--- src/rtl/kmeans_seed_ctrl.sv ---
// Picks K distinct-or-not initial centroid indices from a free-running generator.
// Optional duplicate rejection: define SEED_DEDUP_EN.
module kmeans_seed_ctrl #(
  parameter int K         = 4,
  parameter int IDX_W     = 13,
  parameter int MAX_TRIES = 255
) (
  input  logic                              clk,
  input  logic                              rst,
  input  logic                              start,
  input  logic [IDX_W-1:0]                  n_points,
  input  logic [IDX_W-1:0]                  rnd,
  output logic                              seed_valid,
  input  logic                              seed_ready,
  output logic [IDX_W-1:0]                  seed_idx_o,
  output logic [((K > 1) ? $clog2(K) : 1)-1:0] seed_num,
  input  logic [((K > 1) ? $clog2(K) : 1)-1:0] rd_addr,
  output logic [IDX_W-1:0]                  rd_idx,
  output logic                              busy,
  output logic                              done,
  output logic                              err
);

  localparam int CW = (K > 1) ? $clog2(K) : 1;
  localparam int NW = $clog2(K + 1);

  typedef enum logic [2:0] {
    S_IDLE,
    S_SAMPLE,
    S_CHECK,
    S_EMIT,
    S_DONE
  } state_e;

  state_e           state_q, state_d;
  logic [IDX_W-1:0] np_q, np_d;
  logic [IDX_W-1:0] cand_q, cand_d;
  logic [NW-1:0]    cnt_q, cnt_d;
  logic [7:0]       tries_q, tries_d, tries_inc;
  logic             err_q, err_d;
  logic [IDX_W-1:0] idx_q, idx_d;
  logic [CW-1:0]    num_q, num_d;
  logic [IDX_W-1:0] tbl_q [K];
  logic             tbl_we;
  logic             dup;

`ifdef SEED_DEDUP_EN
  // Only slots already filled in this run take part in the match.
  always_comb begin
    dup = 1'b0;
    for (int j = 0; j < K; j++) begin
      if (NW'(j) < cnt_q && tbl_q[j] == cand_q) dup = 1'b1;
    end
  end
`else
  assign dup = 1'b0;
`endif

  assign tries_inc = (tries_q == 8'(MAX_TRIES)) ? tries_q
                                                : tries_q + 8'd1;

  always_comb begin
    state_d = state_q;
    np_d    = np_q;
    cand_d  = cand_q;
    cnt_d   = cnt_q;
    tries_d = tries_q;
    err_d   = err_q;
    idx_d   = idx_q;
    num_d   = num_q;
    tbl_we  = 1'b0;
    unique case (state_q)
      S_IDLE: begin
        if (start) begin
          np_d    = n_points;
          cnt_d   = '0;
          tries_d = '0;
          err_d   = 1'b0;
          if (n_points == '0 || n_points < IDX_W'(K)) err_d = 1'b1;
          else state_d = S_SAMPLE;
        end
      end
      S_SAMPLE: begin
        cand_d  = rnd;
        state_d = S_CHECK;
      end
      S_CHECK: begin
        if (cand_q >= np_q || dup) begin
          tries_d = tries_inc;
          if (tries_inc == 8'(MAX_TRIES)) begin
            err_d   = 1'b1;
            state_d = S_IDLE;
          end else begin
            state_d = S_SAMPLE;
          end
        end else begin
          tbl_we  = 1'b1;
          idx_d   = cand_q;
          num_d   = cnt_q[CW-1:0];
          tries_d = '0;
          state_d = S_EMIT;
        end
      end
      S_EMIT: begin
        if (seed_ready) begin
          cnt_d = cnt_q + NW'(1);
          if (cnt_q == NW'(K - 1)) state_d = S_DONE;
          else state_d = S_SAMPLE;
        end
      end
      S_DONE:  state_d = S_IDLE;
      default: state_d = S_IDLE;
    endcase
  end

  always_ff @(posedge clk or negedge rst) begin
    if (!rst) begin
      state_q <= S_IDLE;
      np_q    <= '0;
      cand_q  <= '0;
      cnt_q   <= '0;
      tries_q <= '0;
      err_q   <= 1'b0;
      idx_q   <= '0;
      num_q   <= '0;
    end else begin
      state_q <= state_d;
      np_q    <= np_d;
      cand_q  <= cand_d;
      cnt_q   <= cnt_d;
      tries_q <= tries_d;
      err_q   <= err_d;
      idx_q   <= idx_d;
      num_q   <= num_d;
    end
  end

  always_ff @(posedge clk or negedge rst) begin
    if (!rst) begin
      for (int i = 0; i < K; i++) tbl_q[i] <= '0;
    end else if (tbl_we) begin
      tbl_q[cnt_q[CW-1:0]] <= cand_q;
    end
  end

  assign rd_idx = (32'(rd_addr) < K) ? tbl_q[rd_addr] : '0;

  assign seed_valid = (state_q == S_EMIT);
  assign busy       = (state_q == S_SAMPLE) || (state_q == S_CHECK) ||
                      (state_q == S_EMIT);
  assign done       = (state_q == S_DONE);
  assign err        = err_q;
  assign seed_idx_o = idx_q;
  assign seed_num   = num_q;

endmodule
--- config.mk ---
export PLATFORM = sky130hd
export DESIGN_NAME = kmeans_seed_ctrl
export DESIGN_NICKNAME = d
export VERILOG_FILES = /design/src/rtl/kmeans_seed_ctrl.sv
export SDC_FILE = /design/constraint.sdc
export NUM_CORES = 1
export LEC_CHECK = 0
export BUFFER_PORTS_ARGS = -buffer_cell sky130_fd_sc_hd__buf_2
export CAP_MARGIN = 20
export CELL_PAD_IN_SITES_DETAIL_PLACEMENT = 1
export CELL_PAD_IN_SITES_GLOBAL_PLACEMENT = 1
export CORE_UTILIZATION = 51
export DETAILED_ROUTE_END_ITERATION = 10
export PLACE_DENSITY = 0.94
export SYNTH_ARGS = -nofsm -noshare
export SYNTH_HDL_FRONTEND = slang
export SYNTH_SLANG_ARGS = --single-unit
--- constraint.sdc ---
create_clock -name clk -period 5.08 [get_ports clk]
set_clock_uncertainty 0.1 [all_clocks]
set_input_delay 1.016 -clock clk [delete_from_list [all_inputs] [get_ports clk]]
set_output_delay 1.016 -clock clk [all_outputs]
set_load 0.01 [all_outputs]
==> reports/qor.csv, run 1 <==
stage,metric,value,unit
power_and_ir_drop,ir_drop,0.283,mV
final_layout,final_nets,504,
global_route,grtUsageTotal,0.267,
hold_path,min-delay-start,seed_idx_o[6],
final_layout,stdcell_count,592,
floorplan,die_height,102,um
route,drt-pass1-iter-count,4,
hold_path,min_path_type,reg2reg,
worst_setup_path,crit_path_max_fanout,13,
floorplan,die_w,102,um
power_and_ir_drop,p_per_area,610,nW/um^2
route,antenna_left,0,
cts,post-cts-setup-buffers,0,
timing,setup_violations,0,
floorplan,initial_core_util,0.524,
synth,synth_top_cell_area_share,0.533,
synth,synth_common_cells,"dfrtp_1, mux2_2, nand2_1",
final_layout,drive_gt1_frac,0.402,
worst_setup_path,critPathKind,reg2reg,
worst_setup_path,r2r_start,cand_q[2],
global_route,grt_pass1_vias,3722,
place,dp_hpwl,9.13,mm
floorplan,fp.coreArea,9680,sq um
timing,max_freq,282,MHz
place,place_inst,574,
synth,ys_seq_elements,108,
synth,syn_inst,389,
cts,holdBufCountCts,0,
cts,clkTransAtPathRegs,0.10,ns
synth,synth_edf_count,0,
synth,synth_area_leaders,"dfrtp_1, mux2_2, mux4_2, ha_1, o21ai_0",
power_and_ir_drop,p_seq_frac,0.444,
timing,tightest_slew,1.09,ns
worst_setup_path,cp-start-kind,flip-flop,
cts,cts-htree-levels,3,
cts,numCtsBuffers,9,
synth,yosysSeqAreaShare,0.533,
worst_setup_path,endpoint_kind,flip-flop,
synth,yosys_warnings,0,
place,placed_area,5500,sq um
cts,cts_tree,built,
power_and_ir_drop,internal_power,0.00217,W
power_and_ir_drop,p_sw,0.00132,W
global_route,grt_max_degree,78,
synth,yosysMostFrequentCell,dfrtp_1,
cts,clock_latency,0.38,ns
synth,syn_area,5070,sq um
final_layout,area_growth,12.7,%
power_and_ir_drop,p_sw_frac,0.379,
route,drt_wl_total,12.5,mm
cts,cts_resized,0,
place,preCtsSetupSlack,1.67,ns
floorplan,dieArea,10300,sq um
synth,syn_nets,440,
route,initialDrtViolationCount,121,
global_route,grt_pass1_wl,20.1,mm
synth,synthFlopType,dfrtp_1,
power_and_ir_drop,clockPowerShare,0.153,
route,wl_per_cell,21.2,um
route,drc,0,
synth,synth.distinct_cells,43,
timing,slew_viol_final,0,
place,port_buffers,63,
timing,fin_ws,1.54,ns
global_route,antenna_found_initial,0,
synth,yosys.area.top_type,dfrtp_1,
place,gp_congestion,0.869,
timing,hold_viol,0,
timing,tns,0,ns
run,maxCapViolCount,0,
worst_setup_path,cp-startpoint,cand_q[2],
route,vias_per_cell,5.71,
worst_setup_path,required,5.24,ns
floorplan,pin_count,64,
timing,grt_setup_unrepaired,false,
global_route,grt-ovfl-total,0,
final_layout,design_area,5720,sq um
synth,avgSynthCellArea,13.0,sq um
cts,clkSinkCount,108,
timing,slew_headroom,0.270,
status,status,finished clean,
power_and_ir_drop,p_total,0.00349,W
synth,ys_async_sr_fraction,1.00,
power_and_ir_drop,p_comb_frac,0.403,
timing,post-route-min-period,3.54,ns
route,num_vias,3378,
power_and_ir_drop,leakage,2.63,nW
cts,cts_buffer_depth,2,
timing,layout_worst_path_cycle_share,0.697,
cts,cts_root_buf,clkbuf_8,
worst_setup_path,critPathArrivalTime,3.70,ns
floorplan,core.rowCount,36,
layer usage:
metal,up-vias,share of wire,global-route usage
li1,1524,-,-
met1,1748,0.41,0.321
met2,77,0.53,0.469
met3,29,0.029,0.0449
met4,0,0.033,0.123
met5,-,0,0
power groups by stage:
stage / combinational (W) / sequential [W] / clock (W)
floorplan: 0.000969 / 0.00145 / 0
global placement: 0.00125 / 0.00151 / 0
detailed placement: 0.00140 / 0.00156 / 0
CTS: 0.00141 / 0.00155 / 0.000543
global route: 0.00154 / 0.00159 / 0.000576
finish: 0.00140 / 0.00155 / 0.000533
metrics by stage:
step	utilization	hold WS (ns)
after floorplan	-	0.352
after CTS	0.589	0.415
after global placement	0.568	0.375
after detailed placement	0.568	0.393
final	0.590	0.409
after global routing	0.590	0.429
critical path, cell delays in order (launching register included):
cell and delay (ns):
dfrtp_1 0.49, ha_1 0.35, o21ai_0 0.23, a21oi_1 0.09, o31a_1 0.32, nor4b_4 0.46, and2_0 0.91, mux2_2 0.45
registers in the layout, indices dropped and copies added, names as in the netlist:
register    cells
np_q           13
tries_q         8
seed_num        2
seed_idx_o     13
tbl_q          52
cand_q         13
state_q         3
err             1
cnt_q           3
path summary, 6_finish.rpt:
kind | depth (start not counted) | endpoint | slack, ns
max | 7 | tbl_q[47] | 1.54
min | 1 | seed_idx_o[6] | 0.41
max reg2reg | 7 | tbl_q[47] | 1.54
min reg2reg | 1 | seed_idx_o[6] | 0.41
max in group asynchronous | 2 | tbl_q[13] | 3.21
min in group asynchronous | 1 | tbl_q[18] | 0.68
final cells by class:
type	count	area, sq um
fill	995	3970
sequential	108	2700
multi-input combinational	247	2220
timing repair buffer	67	352
tap	133	166
clock buffer	9	124
clock inverter	7	76.3
inverter	20	75.1
antenna	1	2.50
logic make-up (layout without fill, tap and decap cells):
family / count (synthesis) / count (layout) / synth area share
AOI/OAI and AO/OA: 51 / 51 / 0.0600
other: 0 / 1 / 0
DFF: 108 / 108 / 0.533
buffers and inverters: 34 / 103 / 0.0316
adders and majority gates: 19 / 19 / 0.0469
and+or+nand+nor: 84 / 84 / 0.0935
muxes: 93 / 93 / 0.235
cell usage in the layout, fill, tap and decap left out, drive strengths merged, types with 6 or more instances in the layout:
cell	Yosys	routed
and2	6	6
ha	19	19
inv	20	21
o21ai	21	21
clkbuf	5	9
a21oi	18	18
nand2	26	26
nand3	9	9
and3	6	6
dfrtp	108	108
nor2	13	13
buf	9	67
mux2	79	79
mux4	13	13
(Power assumes the default switching activity.)
==> inputs of run 2 (changes only) <==
--- a/config.mk
+++ b/config.mk
@@ -5,13 +5,14 @@
 export SDC_FILE = /design/constraint.sdc
 export NUM_CORES = 1
 export LEC_CHECK = 0
+export ABC_AREA = 1
 export BUFFER_PORTS_ARGS = -buffer_cell sky130_fd_sc_hd__buf_2
 export CAP_MARGIN = 20
 export CELL_PAD_IN_SITES_DETAIL_PLACEMENT = 1
 export CELL_PAD_IN_SITES_GLOBAL_PLACEMENT = 1
-export CORE_UTILIZATION = 51
+export CORE_UTILIZATION = 40
 export DETAILED_ROUTE_END_ITERATION = 10
-export PLACE_DENSITY = 0.94
+export PLACE_DENSITY = 0.85
 export SYNTH_ARGS = -nofsm -noshare
 export SYNTH_HDL_FRONTEND = slang
 export SYNTH_SLANG_ARGS = --single-unit
==> constraint.sdc (replaced) <==
create_clock -name clk -period 3.1 [get_ports clk]
set_clock_uncertainty 0.1 [all_clocks]
set_input_delay 0.62 -clock clk [delete_from_list [all_inputs] [get_ports clk]]
set_output_delay 0.62 -clock clk [all_outputs]
set_load 0.01 [all_outputs]
==> run 2 against run 1 <==
Global-route usage fell by 3.6 points; worst hold slack lost 0.18 ns; combinational power grew 90%; first-iteration DRC count up 66%; critical path type is now in2out; register-to-register slack got worse by 0.74 ns.
==> reports/qor.csv, run 2 <==
stage,metric,value,unit
floorplan,fp.coreArea,12700,sq um
route,num_vias,4296,
synth,ys_async_sr_fraction,1.00,
power_and_ir_drop,ir_drop,0.412,mV
cts,clock_latency,0.35,ns
global_route,grtUsageTotal,0.231,
route,initialDrtViolationCount,201,
cts,cts-htree-levels,3,
hold_path,min_path_type,in2async,
power_and_ir_drop,p_per_area,1070,nW/um^2
synth,syn_inst,593,
floorplan,die_w,116,um
cts,cts_tree,built,
route,wl_per_cell,17.3,um
worst_setup_path,cp-start-kind,input pin,
synth,synth.distinct_cells,31,
synth,synth_area_leaders,"dfrtp_1, nand2_1, nor2_1, ha_1, o21ai_2",
synth,yosys.area.top_type,dfrtp_1,
synth,synth_common_cells,"nand2_1, dfrtp_1, nor2_1",
global_route,antenna_found_initial,0,
timing,tns,0,ns
timing,tightest_slew,0.879,ns
global_route,grt_pass1_wl,23.3,mm
synth,yosys_warnings,0,
cts,clkSinkCount,108,
synth,synth_top_cell_area_share,0.517,
worst_setup_path,crit_path_max_fanout,26,
timing,slew_viol_final,0,
route,drc,0,
synth,syn_area,5220,sq um
final_layout,largest_reg_flops,52,
timing,setup_violations,0,
cts,numCtsBuffers,9,
synth,syn_nets,644,
worst_setup_path,required,2.38,ns
timing,layout_worst_path_cycle_share,0.795,
synth,avgSynthCellArea,8.81,sq um
status,status,finished clean,
place,dp_hpwl,10.2,mm
timing,max_freq,406,MHz
final_layout,mostFrequentLayoutCell,nand2_1,
floorplan,initial_core_util,0.412,
global_route,grt_max_degree,54,
worst_setup_path,critPathArrivalTime,1.74,ns
synth,synth_edf_count,0,
timing,grt_setup_unrepaired,false,
run,maxCapViolCount,0,
worst_setup_path,crit_path_max_incr_delay,0.50,ns
route,vias_per_cell,5.22,
timing,slew_headroom,0.412,
final_layout,n_antenna_cell,0,
final_layout,final_cell_mix,"nand2_1, dfrtp_1, nor2_1",
worst_setup_path,cp_slowest_cell,inv_1,
place,gp_congestion,0.798,
synth,synthFlopType,dfrtp_1,
timing,post-route-min-period,2.46,ns
route,antenna_left,0,
power_and_ir_drop,leakage,3.03,nW
cts,cts_resized,0,
cts,holdBufCountCts,0,
final_layout,area_growth,14.4,%
cts,clkTransAtPathRegs,0.07,ns
worst_setup_path,crit_top_cell,buf_2,
final_layout,final_nets,699,
cts,post-cts-setup-buffers,0,
floorplan,dieArea,13500,sq um
synth,yosysMostFrequentCell,nand2_1,
final_layout,regMostFlops,tbl_q,
place,port_buffers,63,
floorplan,die_height,116,um
synth,ys_seq_elements,108,
worst_setup_path,critPathKind,in2out,
route,drt-pass1-iter-count,5,
synth,yosysSeqAreaShare,0.517,
timing,hold_viol,0,
worst_setup_path,worstPathCellList,buf_2 -> inv_1 -> o21ai_0 -> o22ai_1 -> buf_2,
worst_setup_path,endpoint_kind,output port,
final_layout,drive_gt1_frac,0.192,
cts,cts_buffer_depth,2,
global_route,grt_pass1_vias,4543,
floorplan,pin_count,64,
timing,worst_hold_slack,0.234,ns
route,drt_wl_total,14.3,mm
floorplan,core.rowCount,41,
global_route,grt-ovfl-total,0,
cts,cts_root_buf,clkbuf_16,
-- run 2: cell types whose count changed after synthesis, sizes merged, moves of 12 or more --
cell   delta
o21ai    +81
nor2     +57
o22ai    +13
nand2   +110
a21oi    +12
inv      +31
mux2     -78
mux4     -13
nand3    +19
-- run 2: cell type report --
class                      count  area [sq um]
clock buffer                  10           239
clock inverter                 4          98.8
fill                        1527          6700
inverter                      51           191
multi-input combinational    410          2160
sequential                   108          2700
tap                          172           215
timing repair buffer          68           368
-- run 2: power breakdown --
group	internal (W)	total, W	switching [W]
combinational	0.000895	0.00266	0.00176
sequential	0.00205	0.00242	0.000374
clock	0.000805	0.00132	0.000520
total	0.00375	0.00641	0.00266
-- run 2: worst paths after layout --
check                                 from          to  slack (ns)  cells past startpoint
max in group asynchronous              rst   cand_q[0]        1.95                      2
min in group clk                       err         err        0.38                      2
worst min-delay path                   rst     np_q[0]        0.23                      1
worst max register to register   cand_q[4]    tbl_q[1]        0.80                     11
worst max-delay path            rd_addr[0]  rd_idx[12]        0.64                      5
worst min register to register         err         err        0.38                      2
-- run 2: worst max-delay path: cells and delay by family --
family / cells / cell delay [ns]
AO/OA/AOI/OAI: 2 / 0.35
buffers and inverters: 3 / 0.76
-- run 2: per-stage QoR --
stage	instance area, sq um	setup WS (ns)	power, W	util	std cells
global route	5970	0.507	0.00689	0.472	823
finish	5970	0.636	0.00641	0.472	823
detailed placement	5640	0.606	0.00510	0.445	809
floorplan	5220	0.883	0.00426	-	593
global placement	5640	0.758	0.00488	0.445	809
CTS	5970	0.607	0.00647	0.472	823
-- run 2: cell families (layout without fill, tap and decap cells) --
logic type,Yosys count,count (layout),synth area share
and+or+nand+nor,242,242,0.199
AOI/OAI and AO/OA,147,147,0.165
DFF,108,108,0.517
buffers and inverters,75,133,0.0692
adders and majority gates,19,19,0.0455
xor gates and xnor gates,1,1,0.00168
muxes,1,1,0.00216
-- run 2: metal layers --
| metal | vias to the layer above | global-route usage | part of all wire |
|---|---|---|---|
| met4 | 0 | 0.0803 | 0.014 |
| met5 | - | 0 | 0 |
| met1 | 2162 | 0.285 | 0.44 |
| li1 | 2058 | - | - |
| met2 | 61 | 0.415 | 0.52 |
| met3 | 15 | 0.0311 | 0.022 |
==> inputs of run 3 (changes only) <==
==> constraint.sdc (replaced) <==
create_clock -name clk -period 2 [get_ports clk]
set_clock_uncertainty 0.1 [all_clocks]
set_input_delay 0.4 -clock clk [delete_from_list [all_inputs] [get_ports clk]]
set_output_delay 0.4 -clock clk [all_outputs]
set_load 0.01 [all_outputs]
==> run 3 against run 2 <==
The run now ends with setup timing left; global-route usage increased by 6.7 points; total power increased by 87%; cell count increased by 3.9%; sequential share of layout area decreased by 4.8 points; sequential cell count unchanged; routed wire length increased by 37%; first-iteration DRC count increased by 100%; highest routed layer unchanged; sequential power increased by 65%; largest power group unchanged; via count increased by 15%; die area unchanged; worst hold slack got worse by 0.037 ns.
==> reports/qor.csv, run 3 (same netlist as run 2, synthesis figures left out) <==
stage,metric,value,unit
power_and_ir_drop,p_total,0.0120,W
timing,worst_hold_slack,0.197,ns
cts,cts-htree-levels,3,
global_route,grt_max_degree,68,
cts,clkSinkCount,108,
route,drc,0,
route,drt-pass1-iter-count,5,
final_layout,fin_util,0.528,
status,violations,setup timing,
cts,clkTransAtPathRegs,0.08,ns
global_route,grtUsageTotal,0.298,
worst_setup_path,crit_top_cell,nand2_1,
final_layout,fill_cells,1461,
final_layout,final_nets,730,
timing,slew_viol_final,0,
cts,numCtsBuffers,9,
hold_path,min_path_type,in2reg,
global_route,grt-ovfl-total,0,
final_layout,design_area,6680,sq um
floorplan,die_height,116,um
timing,setup_violations,68,
run,maxCapViolCount,0,
power_and_ir_drop,p_sw_frac,0.474,
route,wl_per_cell,22.9,um
cts,clock_latency,0.36,ns
power_and_ir_drop,clockPowerShare,0.144,
timing,post-route-min-period,2.22,ns
timing,slew_headroom,0.448,
power_and_ir_drop,p_per_area,1790,nW/um^2
timing,grt_setup_unrepaired,true,
timing,max_freq,450,MHz
place,port_buffers,63,
final_layout,final-seq-area,2710,sq um
power_and_ir_drop,p_seq_frac,0.333,
final_layout,final_cell_mix,"dfrtp_1, nand2_1, nor2_1",
global_route,gr-max-usage-layer,met2,
timing,tightest_slew,0.828,ns
place,dp_hpwl,10.8,mm
route,drt_wl_total,19.6,mm
power_and_ir_drop,ir_drop,0.820,mV
worst_setup_path,cp-start-kind,flip-flop,
worst_setup_path,critPathKind,reg2reg,
final_layout,n_antenna_cell,0,
status,status,finished with violations,
route,antenna_left,0,
global_route,grt.met2_usage,0.515,
floorplan,initial_core_util,0.412,
timing,fin_ws,-0.221,ns
timing,layout_worst_path_cycle_share,1.11,
final_layout,mostFrequentLayoutCell,dfrtp_1,
final_layout,area_growth,28.0,%
floorplan,fp.coreArea,12700,sq um
final_layout,drive_gt1_frac,0.332,
route,num_vias,4922,
place,preCtsSetupSlack,-0.202,ns
worst_setup_path,endpoint_kind,flip-flop,
power_and_ir_drop,p_comb_frac,0.522,
worst_setup_path,critPathArrivalTime,2.36,ns
worst_setup_path,worstPathCellList,ha_4 -> nand2_4 -> inv_2 -> a21oi_2 -> nand2_1 -> nand2_2 -> nand3_4 -> nor2_8 -> buf_6 -> nand2_8 -> nand2_1 -> o21ai_1,
final_layout,largest_reg_flops,52,
final_layout,regMostFlops,tbl_q,
route,initialDrtViolationCount,408,
global_route,grt_pass1_wl,29.4,mm
timing,hold_viol,0,
floorplan,pin_count,64,
power_and_ir_drop,internal_power,0.00631,W
worst_setup_path,cp_slowest_cell,dfrtp_2,
power_and_ir_drop,leakage,3.17,nW
place,gp_congestion,0.877,
global_route,grt_use_met1,0.347,
cts,cts_tree,built,
power_and_ir_drop,p_sw,0.00567,W
final_layout,multi_input_area,2690,sq um
floorplan,die_w,116,um
global_route,grt_util_met3,0.0488,
worst_setup_path,required,2.14,ns
floorplan,dieArea,13500,sq um
place,placed_area,5750,sq um
floorplan,core.rowCount,41,
cts,cts_buffer_depth,2,
worst_setup_path,crit_path_max_incr_delay,0.45,ns
global_route,grt_pass1_vias,5293,
cts,cts_root_buf,clkbuf_16,
route,vias_per_cell,5.76,
worst_setup_path,crit_path_max_fanout,13,
global_route,antenna_found_initial,0,
[run 3: changes by cell type in the layout (fill, tap and decap cells not counted), sizes merged]
cell	before	now
buf	68	88
nand2	136	146
bufinv	3	0
inv	51	54
clkbuf	10	9
clkinv	1	2
clkinvlp	0	1
dlygate4sd3	0	1
[run 3: cell type report]
type / count / share of cell area
clock buffer: 9 / 0.0337
clock inverter: 6 / 0.00711
inverter: 51 / 0.0305
multi-input combinational: 420 / 0.402
sequential: 108 / 0.405
tap: 172 / 0.0322
timing repair buffer: 89 / 0.0893
[run 3: power groups by stage]
| stage | clock network (W) | logic, W | registers [W] |
|---|---|---|---|
| finish | 0.00173 | 0.00626 | 0.00399 |
| CTS | 0.00172 | 0.00546 | 0.00382 |
| global placement | 0 | 0.00400 | 0.00370 |
| global route | 0.00179 | 0.00669 | 0.00405 |
| detailed placement | 0 | 0.00431 | 0.00377 |
| floorplan | 0 | 0.00294 | 0.00366 |
[run 3: per-stage QoR]
| stage | instances | TNS, ns |
|---|---|---|
| after detailed placement | 821 | -10.35 |
| final | 855 | -11.31 |
| after floorplan | 593 | 0 |
| after global placement | 821 | -0.239 |
| after CTS | 853 | -2.53 |
| after global routing | 855 | -14.93 |
[run 3: worst max-delay path: cells and delay by family (launching register included)]
kind	cells	cell delay [ns]
fa+ha+maj	1	0.25
flops	1	0.45
buf+inv	2	0.22
simple gates	7	0.81
compound gates	2	0.26
[run 3: what timing repair did]
| action | CTS | global route |
|---|---|---|
| buffers inserted | 5 | 2 |
| pin swaps | 8 | 12 |
| hold endpoints to repair | 23 | 0 |
| resized for setup | 59 | 42 |
| hold buffers | 1 | 0 |
| gates cloned | 11 | 0 |
| setup endpoints to repair | 70 | 73 |
[run 3: path summary, 6_finish.rpt]
path                             start             to  slack, ns  depth (start not counted)
setup / recovery             cand_q[7]      tbl_q[26]      -0.22                         12
min in group asynchronous          rst        np_q[2]       0.42                          2
setup reg to reg             cand_q[7]      tbl_q[26]      -0.22                         12
hold / removal             n_points[0]        np_q[0]       0.20                          2
max in group asynchronous          rst  seed_idx_o[1]       0.72                          3
hold reg to reg                    err            err       0.38                          2
[run 3: layer usage]
layer / vias to the layer above / share of wire
li1: 2142 / -
met1: 2479 / 0.39
met2: 229 / 0.51
met5: - / 0
met4: 0 / 0.048
met3: 72 / 0.056
